$ cat src/rtl/gray_step_decoder.sv
// gray_step_decoder
// Receive side of a Gray-coded position source. It synchronizes gray_in,
// decodes it to binary and reports each change as a +1 step, a -1 step or an
// illegal jump. It also keeps a signed position count, a sticky error flag and
// a lock indication.
//
// Note: ACQUIRE lasts a single cycle and does not wait for the synchronizer to
// fill. If en rises within SYNC_STAGES cycles of a gray_in change, the first
// LOCKED cycle can therefore classify that change.
module gray_step_decoder #(
  parameter int WIDTH       = 3,
  parameter int SYNC_STAGES = 2,
  parameter int CNT_W       = 16
) (
  input  logic             clk,
  input  logic             rst,
  input  logic [WIDTH-1:0] gray_in,
  input  logic             en,
  input  logic             clr_err,
  output logic [WIDTH-1:0] bin_out,
  output logic             step_up,
  output logic             step_dn,
  output logic             step_err,
  output logic             locked,
  output logic             err_sticky,
  output logic [CNT_W-1:0] pos
);

  typedef enum logic [1:0] {
    IDLE    = 2'd0,
    ACQUIRE = 2'd1,
    LOCKED  = 2'd2
  } state_t;

  // Gray to binary: each binary bit is the XOR of all Gray bits at or above it.
  function automatic logic [WIDTH-1:0] gray_to_bin(input logic [WIDTH-1:0] g);
    logic [WIDTH-1:0] b;
    b = {WIDTH{1'b0}};
    b[WIDTH-1] = g[WIDTH-1];
    for (int i = WIDTH - 2; i >= 0; i--) begin
      b[i] = b[i+1] ^ g[i];
    end
    return b;
  endfunction

  logic [SYNC_STAGES-1:0][WIDTH-1:0] sync_q, sync_d;
  logic [WIDTH-1:0] bin_q, bin_d;
  logic [WIDTH-1:0] delta_s;
  logic             is_hold_s, is_up_s, is_dn_s;
  state_t           state_q, state_d;
  logic             step_up_q, step_up_d;
  logic             step_dn_q, step_dn_d;
  logic             step_err_q, step_err_d;
  logic             locked_q, locked_d;
  logic             err_sticky_q, err_sticky_d;
  logic [CNT_W-1:0] pos_q, pos_d;

  // Shift chain of the synchronizer; the last stage is the usable value.
  always_comb begin
    sync_d = sync_q;
    sync_d[0] = gray_in;
    for (int i = 1; i < SYNC_STAGES; i++) begin
      sync_d[i] = sync_q[i-1];
    end
  end

  // Decode and classify the new value against the value currently on bin_out.
  always_comb begin
    bin_d     = gray_to_bin(sync_q[SYNC_STAGES-1]);
    delta_s   = bin_d - bin_q;
    is_hold_s = (delta_s == {WIDTH{1'b0}});
    is_up_s   = (delta_s == {{(WIDTH-1){1'b0}}, 1'b1});
    is_dn_s   = (delta_s == {WIDTH{1'b1}});
  end

  // Next state, step pulses, position and error flag.
  always_comb begin
    state_d    = state_q;
    step_up_d  = 1'b0;
    step_dn_d  = 1'b0;
    step_err_d = 1'b0;
    pos_d      = pos_q;
    case (state_q)
      IDLE: begin
        if (en) begin
          state_d = ACQUIRE;
        end else begin
          state_d = IDLE;
        end
      end
      ACQUIRE: begin
        if (en) begin
          state_d = LOCKED;
        end else begin
          state_d = IDLE;
        end
      end
      LOCKED: begin
        if (!en) begin
          state_d = IDLE;
        end else if (is_hold_s) begin
          state_d = LOCKED;
        end else if (is_up_s) begin
          step_up_d = 1'b1;
          pos_d     = pos_q + {{(CNT_W-1){1'b0}}, 1'b1};
        end else if (is_dn_s) begin
          step_dn_d = 1'b1;
          pos_d     = pos_q - {{(CNT_W-1){1'b0}}, 1'b1};
        end else begin
          // An illegal jump forces a fresh acquire of the new value.
          step_err_d = 1'b1;
          state_d    = ACQUIRE;
        end
      end
      default: begin
        state_d = IDLE;
      end
    endcase

    // A new error wins over a coincident clear.
    if (step_err_d) begin
      err_sticky_d = 1'b1;
    end else if (clr_err) begin
      err_sticky_d = 1'b0;
    end else begin
      err_sticky_d = err_sticky_q;
    end

    locked_d = (state_d == LOCKED);
  end

  // All state registers; an asynchronous rst clears everything to zero and IDLE.
  always_ff @(posedge clk or posedge rst) begin
    if (rst) begin
      sync_q       <= '0;
      bin_q        <= {WIDTH{1'b0}};
      state_q      <= IDLE;
      step_up_q    <= 1'b0;
      step_dn_q    <= 1'b0;
      step_err_q   <= 1'b0;
      locked_q     <= 1'b0;
      err_sticky_q <= 1'b0;
      pos_q        <= {CNT_W{1'b0}};
    end else begin
      sync_q       <= sync_d;
      bin_q        <= bin_d;
      state_q      <= state_d;
      step_up_q    <= step_up_d;
      step_dn_q    <= step_dn_d;
      step_err_q   <= step_err_d;
      locked_q     <= locked_d;
      err_sticky_q <= err_sticky_d;
      pos_q        <= pos_d;
    end
  end

  assign bin_out    = bin_q;
  assign step_up    = step_up_q;
  assign step_dn    = step_dn_q;
  assign step_err   = step_err_q;
  assign locked     = locked_q;
  assign err_sticky = err_sticky_q;
  assign pos        = pos_q;

endmodule

$ cat config.mk
export PLATFORM = sky130hd
export DESIGN_NAME = gray_step_decoder
export DESIGN_NICKNAME = d
export VERILOG_FILES = /design/src/rtl/gray_step_decoder.sv
export SDC_FILE = /design/constraint.sdc
export NUM_CORES = 1
export LEC_CHECK = 0
export ABC_AREA = 1
export BUFFER_PORTS_ARGS = -buffer_cell sky130_fd_sc_hd__buf_2
export CORE_ASPECT_RATIO = 1.25
export CORE_MARGIN = 4
export CORE_UTILIZATION = 50
export CTS_BUF_LIST = sky130_fd_sc_hd__clkbuf_16
export DETAILED_ROUTE_END_ITERATION = 8
export GPL_ROUTABILITY_DRIVEN = 0
export PLACE_DENSITY = 0.71
export SYNTH_ARGS = -nofsm -noshare
export SYNTH_HDL_FRONTEND = slang
export SYNTH_SLANG_ARGS = --single-unit
export TNS_END_PERCENT = 10
$ cat constraint.sdc
create_clock -name clk -period 4.2 [get_ports clk]
set_input_delay 0.42 -clock clk [delete_from_list [all_inputs] [get_ports clk]]
set_output_delay 0.42 -clock clk [all_outputs]
set_load 0.02 [all_outputs]
==> impl_metrics.csv <==
group,metric,value,unit
global_routing,grt_max_degree,33,
cts,cts_root_buf,"clkbuf_16",
synth,synth_area,2100,µm²
cts,cts_setup_buffers,0,
floorplanning,die_y,80.45,µm
detailed_routing,wire_per_inst,12.04,µm
detailed_routing,drc,0,
setup_path,cpMostUsedCell,"nand2_1",
cts,clock-sinks,32,
timing,rsz0062_at_grt,"no",
timing,setup_violations,0,
power_and_ir_drop,swShare,0.4910,
setup_path,critPathTopFamily,"simple AND/OR/NAND/NOR gates",
setup_path,max_stage_delay,0.47,ns
timing,worst_hold_slack,0.2237,ns
global_routing,globalRoute.totalOverflow,0,
timing,finalCriticalPeriod,3.683,ns
power_and_ir_drop,p_int,1.093,mW
synth,synth.distinct_cells,26,
power_and_ir_drop,peakVddDrop,0.0003929,V
setup_path,required,4.36,ns
cts,clock_latency,0.27,ns
setup_path,slowest_stage,"ha_1",
placement,numPortBuffers,30,
detailed_routing,num_vias,1811,
synth,synth-seq-cells,32,
timing,tightest_slew,0.4062,ns
timing,maxSlewHeadroom,0.7292,
setup_path,reg2reg_depth,18,
global_routing,grt_usage,0.1912,
power_and_ir_drop,power.density,881.3,nW/µm²
setup_path,worstSetupPathType,"reg2reg",
floorplanning,core_area,4066,µm²
global_routing,grt_util_met3,0.04056,
floorplanning,ios,31,
synth,synth_seq_area_share,0.3814,
placement,dp_hpwl,3.322,mm
job,cap_violations,0,
global_routing,grt_pass1_wl,7.845,mm
synth,syn_inst,274,
finish,antenna_cells,0,
cts,cts-htree-levels,2,
cts,cts_resized,0,
timing,hold_violations,0,
setup_path,crit_path_end_kind,"register",
setup_path,crit_buf_inv,2,
power_and_ir_drop,p_leak,1.412,nW
timing,fin_crit_sh,0.8768,
power_and_ir_drop,p_clk_frac,0.154,
run_status,status,"finished, final reports clean",
floorplanning,rows,26,
timing,fin_tns_setup,0,ns
finish,layout-drive-gt1-share,0.1645,
min_path,hold_class,"in2async",
placement,dpl_cell_area,2305,µm²
setup_path,start_kind,"register",
global_routing,grt.met2_usage,0.3420,
cts,clk_path_buf_depth,2,
floorplanning,die_w,65.96,µm
timing,drv_slew,0,
floorplanning,die-area,5306,µm²
setup_path,crit_chain,"xor2_1 > xor2_1 > inv_1 > ha_1 > inv_1 > fa_1 > nor2_1 > nand3_4 > ha_1 > nand2_1 > nor2_1 > nand3_1 > nand2_1 > nand2_1 > nand3_1 > nand2_1 > nand3_1 > nand2_1",
timing,clock_skew,0.004756,ns
setup_path,worstPathMaxFanout,18,
power_and_ir_drop,power.share.combinational,0.636,
power_and_ir_drop,p_sw,1.055,mW
finish,num-nets-final,334,
detailed_routing,wirelength,4.407,mm
setup_path,r2r_slack,0.52,ns
setup_path,r2r-end,"pos[11]",
cts,cts-hold-fix-buffers,0,
finish,final_area,2437,µm²
synth,avgSynthCellArea,7.662,µm²
timing,fmax,271.5,MHz
finish,n_fill_cell,378,
floorplanning,initial_core_util,0.5163,
setup_path,arrival,3.84,ns
global_routing,top_usage_layer,"met2",
cts,tritoncts,"done",
global_routing,gr-usage-met1,0.2152,
detailed_routing,first_pass_iters,4,
setup_path,r2r-start,"bin_d[2]",
synth,syn_nets,298,
global_routing,grt_pass1_vias,1820,
cts,cts_buffers,5,
detailed_routing,ant_nets,0,
synth,ys_warn_count,0,
global_routing,grt_antenna_before_repair,0,
finish,area_growth,16.09,%
cts,clk_pin_slew,0.05,ns
detailed_routing,post_drt_via_cell_ratio,4.948,
detailed_routing,drt_iter0_markers,44,
power_and_ir_drop,pwr-share-seq,0.210,
layout make-up:
type                            count  area [µm²]  area share
Clock inverter                      2       7.507    0.003080
Sequential cell                    32       800.8      0.3285
Tap cell                           56       70.07     0.02875
Multi-Input combinational cell    200        1126      0.4620
Timing Repair Buffer               31       157.7     0.06468
Clock buffer                        5       125.1     0.05133
Inverter                           40       150.1     0.06160
kinds of logic after synthesis:
family	count (synthesis)	share of synthesized area
XOR/XNOR	10	0.04171
buffers and inverters	42	0.08224
flip-flops	32	0.3814
AND/OR/NAND/NOR	140	0.2932
AO/OA/AOI/OAI	33	0.09297
adder cells (fa/ha/maj)	17	0.1085
worst register-to-register path: stages, from the launching register on:
cell	delay (ns)
dfrtp_1	0.42
xor2_1	0.32
xor2_1	0.21
inv_1	0.06
ha_1	0.18
inv_1	0.06
fa_1	0.45
nor2_1	0.25
nand3_4	0.27
ha_1	0.47
nand2_1	0.15
nor2_1	0.11
nand3_1	0.08
nand2_1	0.19
nand2_1	0.10
nand3_1	0.08
nand2_1	0.05
nand3_1	0.06
nand2_1	0.05
synthesized netlist by cell type (all sizes together):
| cell type | instances | share of area |
|---|---|---|
| a21oi | 13 | 0.031 |
| nor2 | 18 | 0.032 |
| and2 | 2 | 0.0060 |
| nand3b | 2 | 0.0071 |
| inv | 40 | 0.072 |
| xor2 | 5 | 0.021 |
| ha | 15 | 0.089 |
| buf | 2 | 0.011 |
| o21ai | 17 | 0.051 |
| nand3 | 21 | 0.056 |
| nand2 | 92 | 0.17 |
| or2 | 1 | 0.0030 |
| a21boi | 1 | 0.0036 |
| o21a | 1 | 0.0036 |
| fa | 2 | 0.019 |
| nand4 | 4 | 0.015 |
| o21bai | 1 | 0.0036 |
| dfrtp | 32 | 0.38 |
| xnor2 | 5 | 0.021 |
routing by layer:
layer	up-vias	part of all wire	wire length (µm)
li1	940	-	-
met1	820	0.42	1862
met2	38	0.51	2258
met3	13	0.037	164
met4	0	0.027	121
met5	-	0	0
power groups by stage:
stage | registers, mW | clock network, mW | logic (mW)
2_1_floorplan | 0.533 | 0 | 0.979
3_3_place_gp | 0.456 | 0 | 1.33
3_5_place_dp | 0.456 | 0 | 1.35
4_1_cts | 0.452 | 0.336 | 1.37
5_1_grt | 0.459 | 0.355 | 1.57
6_report | 0.452 | 0.330 | 1.37
worst max path at each step:
stage	from	to	slack [ns]	cells past startpoint
global route	bin_d[2]	pos[9]	0.13	17
global placement	bin_d[2]	pos[11]	0.60	16
detailed placement	bin_d[2]	pos[11]	0.51	18
floorplan	bin_d[2]	pos[9]	0.88	16
finish	bin_d[2]	pos[11]	0.52	18
CTS	bin_d[2]	pos[9]	0.50	16
state kept, by name, summed over array words and instances (netlist names):
register / count
step_err: 1
step_dn: 1
sync_d: 3
bin_out: 3
bin_d: 1
sync_q: 2
locked: 1
err_sticky: 1
pos: 16
step_up: 1
state_q: 2
metrics by stage:
stage / setup slack [ns] / utilization / total power, mW / std cells
2_1_floorplan: 0.8809 / - / 1.512 / 274
3_3_place_gp: 0.6010 / 0.5668 / 1.783 / 359
3_5_place_dp: 0.5089 / 0.5668 / 1.808 / 359
4_1_cts: 0.4989 / 0.5994 / 2.154 / 366
5_1_grt: 0.1345 / 0.5994 / 2.387 / 366
6_report: 0.5174 / 0.5994 / 2.148 / 366
cells in the final DEF (no fill, tap or decap), types with 2 or more instances in the layout:
cell type / count
nand3b_1: 2
nand3_1: 20
inv_2: 2
inv_1: 38
clkinv_1: 2
dfrtp_1: 32
and2_1: 2
nor2_1: 18
o21ai_1: 3
fa_1: 2
nand2_4: 2
nand2_1: 88
o21ai_2: 6
buf_2: 30
xor2_1: 5
xnor2_1: 5
a21oi_1: 13
nand2_2: 2
nand4_1: 3
clkbuf_16: 5
o21ai_0: 8
ha_1: 15
Note: power is estimated with default switching activity, not from simulation.
